<file path="config.mk">
export PLATFORM = sky130hd
export DESIGN_NAME = seg_display_mux
export DESIGN_NICKNAME = d
export VERILOG_FILES = /design/src/rtl/display_pkg.sv /design/src/rtl/scan_tick_gen.sv /design/src/rtl/seg_display_mux.sv
export SDC_FILE = /design/constraint.sdc
export NUM_CORES = 1
export LEC_CHECK = 0
export ABC_CLOCK_PERIOD_IN_PS = 11700
export BUFFER_PORTS_ARGS = -buffer_cell sky130_fd_sc_hd__buf_2
export CAP_MARGIN = 20
export CORE_AREA = 2 2 91 71
export CTS_CLUSTER_SIZE = 8
export DETAILED_ROUTE_END_ITERATION = 7
export DIE_AREA = 0 0 93 73
export HOLD_SLACK_MARGIN = 0.05
export PLACE_DENSITY = 0.79
export SLEW_MARGIN = 30
export SYNTH_ARGS = -nofsm -noshare
export SYNTH_HDL_FRONTEND = slang
export SYNTH_SLANG_ARGS = --single-unit
</file>
<file path="constraint.sdc">
create_clock -name clk -period 11.7 [get_ports clk]
set_input_delay 0.585 -clock clk [delete_from_list [all_inputs] [get_ports clk]]
set_output_delay 0.585 -clock clk [all_outputs]
set_load 0.02 [all_outputs]
</file>
<file path="src/rtl/display_pkg.sv">
// Segment codes and digit encoder for the common-anode 7-segment display.
// All codes are active-low, with bit order {g,f,e,d,c,b,a}.
package display_pkg;
  localparam logic [6:0] SEG_0     = 7'h40;
  localparam logic [6:0] SEG_1     = 7'h79;
  localparam logic [6:0] SEG_2     = 7'h24;
  localparam logic [6:0] SEG_3     = 7'h30;
  localparam logic [6:0] SEG_4     = 7'h19;
  localparam logic [6:0] SEG_5     = 7'h12;
  localparam logic [6:0] SEG_6     = 7'h02;
  localparam logic [6:0] SEG_7     = 7'h78;
  localparam logic [6:0] SEG_8     = 7'h00;
  localparam logic [6:0] SEG_9     = 7'h10;
  localparam logic [6:0] SEG_BLANK = 7'h7F;
  localparam logic [3:0] AN_OFF    = 4'b1111;

  function automatic logic [6:0] seg_encode(input logic [3:0] d);
    logic [6:0] s;
    case (d)
      4'd0:    s = SEG_0;
      4'd1:    s = SEG_1;
      4'd2:    s = SEG_2;
      4'd3:    s = SEG_3;
      4'd4:    s = SEG_4;
      4'd5:    s = SEG_5;
      4'd6:    s = SEG_6;
      4'd7:    s = SEG_7;
      4'd8:    s = SEG_8;
      4'd9:    s = SEG_9;
      default: s = SEG_BLANK;
    endcase
    return s;
  endfunction
endpackage

</file>
<file path="src/rtl/scan_tick_gen.sv">
// Free-running scan divider; tick_o pulses for one cycle when the counter is all ones.
module scan_tick_gen #(
  parameter int DIV_BITS = 17
) (
  input  logic clk_i,
  input  logic rst_i,
  output logic tick_o
);
  logic [DIV_BITS-1:0] cnt_q, cnt_d;

  assign cnt_d  = cnt_q + DIV_BITS'(1);
  assign tick_o = &cnt_q;

  always_ff @(posedge clk_i) begin
    if (rst_i) cnt_q <= '0;
    else       cnt_q <= cnt_d;
  end
endmodule

</file>
<file path="src/rtl/seg_display_mux.sv">
// 4-digit multiplexed decimal display of an 8-bit value, with leading-zero blanking.
// Each scan is decoded from a single snapshot that is taken as the scan starts.
module seg_display_mux
  import display_pkg::*;
#(
  parameter int DIV_BITS = 17
) (
  input  logic       clk,
  input  logic       rst,
  input  logic [7:0] value,
  output logic [3:0] an,
  output logic [6:0] segs
);
  logic       tick;
  logic [1:0] idx_q, idx_d;
  logic [7:0] snap_q, src;
  logic [3:0] an_q, an_d;
  logic [6:0] segs_q, segs_d;
  logic [3:0] hund, tens, ones;

  scan_tick_gen #(.DIV_BITS(DIV_BITS)) u_tick (
    .clk_i (clk),
    .rst_i (rst),
    .tick_o(tick)
  );

  assign idx_d = idx_q + 2'd1;
  // On the capture tick, decode from value itself so digit 0 matches the new snapshot.
  assign src   = (idx_d == 2'd0) ? value : snap_q;
  assign hund  = 4'(src / 8'd100);
  assign tens  = 4'((src / 8'd10) % 8'd10);
  assign ones  = 4'(src % 8'd10);
  assign an_d  = ~(4'b0001 << idx_d);

  always_comb begin
    segs_d = SEG_BLANK;
    case (idx_d)
      2'd0: segs_d = seg_encode(ones);
      2'd1: segs_d = (hund == 4'd0 && tens == 4'd0) ? SEG_BLANK : seg_encode(tens);
      2'd2: segs_d = (hund == 4'd0) ? SEG_BLANK : seg_encode(hund);
      default: segs_d = SEG_BLANK;
    endcase
  end

  always_ff @(posedge clk) begin
    if (rst) begin
      idx_q  <= 2'd3;
      snap_q <= 8'd0;
      an_q   <= AN_OFF;
      segs_q <= SEG_BLANK;
    end else if (tick) begin
      idx_q  <= idx_d;
      an_q   <= an_d;
      segs_q <= segs_d;
      if (idx_d == 2'd0) snap_q <= value;
    end
  end

  assign an   = an_q;
  assign segs = segs_q;
endmodule

</file>
==> results.md <==
* Status: finished, final reports clean
* Antenna cells at 0
* Register area share after synthesis at 21.4%
* TritonRoute pass-1 iters at 5
* Starting density of the core at 59.1%
* Dpl hpwl at 6340 um
* Layout area overhead at 6.42%
* RSZ-0062 raised after global routing: no
* Crit end category: flip-flop
* Ys Warns at 0
* Seq cells post-synth at 38
* Overall routing resource usage at 26.3%
* Grt total ovfl at 0
* # DRC at 0
* Setup WS pre-CTS at 4800 ps
* Slowest stage cell, crit path: o221a_1
* Routed WL at 8680 um
* Setup TNS at 0 ps
* CP peak stage delay at 770 ps
* Top FF cell, synth: dfxtp_1
* Setup Skew at 3.95 ps
* CP dominant cell by count: ha_1
* Via/cell ratio at 6.35
* Die W at 93 um
* Top Family by Delay on Critical Path: compound AO/OA/AOI/OAI gates
* Startpoint Class: flip-flop
* WP buf/inv at 4
* Placed inst area at 3640 sq um
* Post-synthesis cell count at between 400 and 500
* Worst-Margin Slew at approximately 930 ps
* Largest net degree at the start of global routing at 29
* Gpl congestion at about 0.96
* Maximum clock path buffer count at 2
* CTS tree: built
* Max Freq at around 140 MHz
* CP arrival at 7330 ps
* Clock buffer count from CTS at 5
* Syn Std Cell Area at 3550 sq um
* Setup crit start: idx_q[0]
* Share of layout cells above drive strength 1 at 13.4%
* Max-cap viol count at 0
* Leak pwr at 0.00152 uW
* Worst-path fanout max at 28
* Unique masters post-synth at between 70 and 80
* Hold Buf Count CTS at 0
* DRT antenna net count at 0
* Async set-reset flop share out of synthesis at 0%
* First DRT Iteration DRCs at about 240
* Row cnt at 25
* RR Startpoint: idx_q[0]
* I/O pin count at 21
* Clk Tree Root Cell: clkbuf_8
* Critical Path RT at 11940 ps
* Peak VDD IR at 0.0000753 V
* Nets at between 400 and 500
* Post CTS Setup Buffer Count at 0
* Core box area at 6010 sq um
* Die area at 6790 sq um
* EDFF count, synth at 0
* Critical path class: reg2reg
* Worst min-delay path startpoint: u_tick.cnt_q[0]
* PD cells at 117 nW/um^2
* Post-synth net total at 480
* PortBufs at 20
* Fin crit period at 7090 ps
* Fin. max-slew vios at 0
* Worst Hold Class: reg2reg
* H-tree levels at 2
* Clk pin slew, worst setup/hold paths at 80 ps
* Final Instance Area at 3780 sq um
* Clock Latency Late Sink at 300 ps
* Final cycle utilization of the critical path at roughly three fifths
* Syn Area/Cell at 7.99 sq um
* Final Hold Violating Endpoints at 0
* Die H at 73 um
* Initial antenna violation count at 0
* Vias in the first global route at just over 3000
* Via Count at 3395
* WL/cell at 16.2 um
* Relative slew slack at ~36%
* Final Setup Violations at 0
* Post-cts sizing count at 0
* CTS Sinks at 38
* Global-route wire length before repair at 14300 um
* Final Util at between 60% and 70%
* Final WS setup at 4610 ps
[final timing paths]
kind                                   endpoint  slack (ps)  cells after the start
worst max-delay path                    segs[6]        4610                     25
worst min-delay path            u_tick.cnt_q[0]         440                      1
worst max register to register          segs[6]        4610                     25
worst min register to register  u_tick.cnt_q[0]         440                      1
[registers in the layout, indices dropped and copies added, names as in the netlist]
name and cells:
segs 7, u_tick.cnt_q 17, idx_q 2, snap_q 8
an 4
[synth_stat cells, types with 3 or more instances]
cell type / instances / area share, %
nand2_1: 48 / 5.1
nor2_1: 45 / 4.8
dfxtp_1: 38 / 21
a21oi_1: 27 / 3.8
ha_1: 26 / 9.2
nand3_1: 22 / 3.1
inv_1: 18 / 1.9
o21ai_0: 18 / 2.5
nor3_1: 13 / 1.8
clkbuf_1: 12 / 1.3
mux2i_1: 11 / 3.1
xor2_1: 10 / 2.5
a211oi_1: 9 / 1.9
and3_1: 8 / 1.4
a31oi_1: 7 / 1.2
buf_6: 7 / 2.2
mux2_2: 7 / 2.2
xnor2_1: 7 / 1.7
nand4_1: 6 / 1.1
a211o_1: 4 / 0.99
a21o_1: 4 / 0.85
o31ai_1: 4 / 0.85
a21boi_0: 3 / 0.63
and2_1: 3 / 0.53
and4_1: 3 / 0.74
o211ai_1: 3 / 0.63
o21a_1: 3 / 0.63
o21ai_1: 3 / 0.42
o22ai_1: 3 / 0.53
o2bb2ai_1: 3 / 0.74
o311a_1: 3 / 0.85
or3_1: 3 / 0.53
[metal layers]
layer,vias to the layer above,share of wire [%],global-route usage (%)
met1,1590,47,37.4
met5,-,0,0
met3,13,7.0,6.61
li1,1659,-,-
met2,133,45,40.5
met4,0,1.2,5.56
[layout make-up]
class	instances	area [sq um]
multi-input combinational	362	2560
fill	555	2230
sequential	38	761
timing repair buffer	24	130
tap	81	101
inverter	22	87.6
clock buffer	5	68.8
clock inverter	3	68.8
[cell families after synthesis]
group / Yosys count / share of synthesized area [%]
AOI/OAI and AO/OA: 123 / 25.0
xor gates and xnor gates: 20 / 6.20
adders and majority gates: 27 / 9.48
buffers and inverters: 44 / 6.45
DFF: 38 / 21.4
muxes: 23 / 7.51
and+or+nand+nor: 169 / 23.9
[per-stage QoR]
step	instances	hold slack (ps)	total power (uW)
after floorplan	444	413	274
after global placement	527	423	300
after detailed placement	527	431	305
after CTS	535	443	439
after global routing	535	469	467
final	535	437	442
[worst register-to-register path, stage by stage, from the launching register on]
cell and delay, ps:
dfxtp_1 400, ha_1 180, buf_4 330, mux2_2 390, inv_1 260, ha_1 270, nor2_1 230, maj3_2 260
o221a_1 770, xnor2_4 220, a21oi_1 110, a21oi_1 440, inv_1 160, ha_1 250, o21ai_0 220, or3_1 470
nand2_8 120, inv_4 130, o2111a_1 460, ha_1 240, nand3_1 170, nor3b_1 240, nor3_1 230, o2bb2ai_1 110
o21ai_0 220, a221o_1 180
[where the power goes]
part           total, uW  switching (uW)  internal (uW)  leakage, uW
Combinational        177             113           64.5      0.00115
Sequential           131           0.518            130     0.000307
Clock                134            48.8           85.4    0.0000683
Total                442             162            280      0.00152
[cell usage in the layout, fill, tap and decap left out, types with 4 or more instances in the layout]
cell / instances
dfxtp_1: 38
a211oi_1: 9
nand4_1: 6
inv_1: 18
and3_1: 8
nor2_1: 45
a21o_1: 4
buf_2: 20
buf_4: 4
a21oi_1: 27
a211o_1: 4
xor2_1: 10
nand3_1: 22
nor3_1: 13
mux2i_1: 11
mux2_2: 7
ha_1: 26
xnor2_1: 7
o31ai_1: 4
nand2_1: 48
o21ai_0: 18
a31oi_1: 7
clkbuf_8: 5
Power figures use the tool's default switching activity.
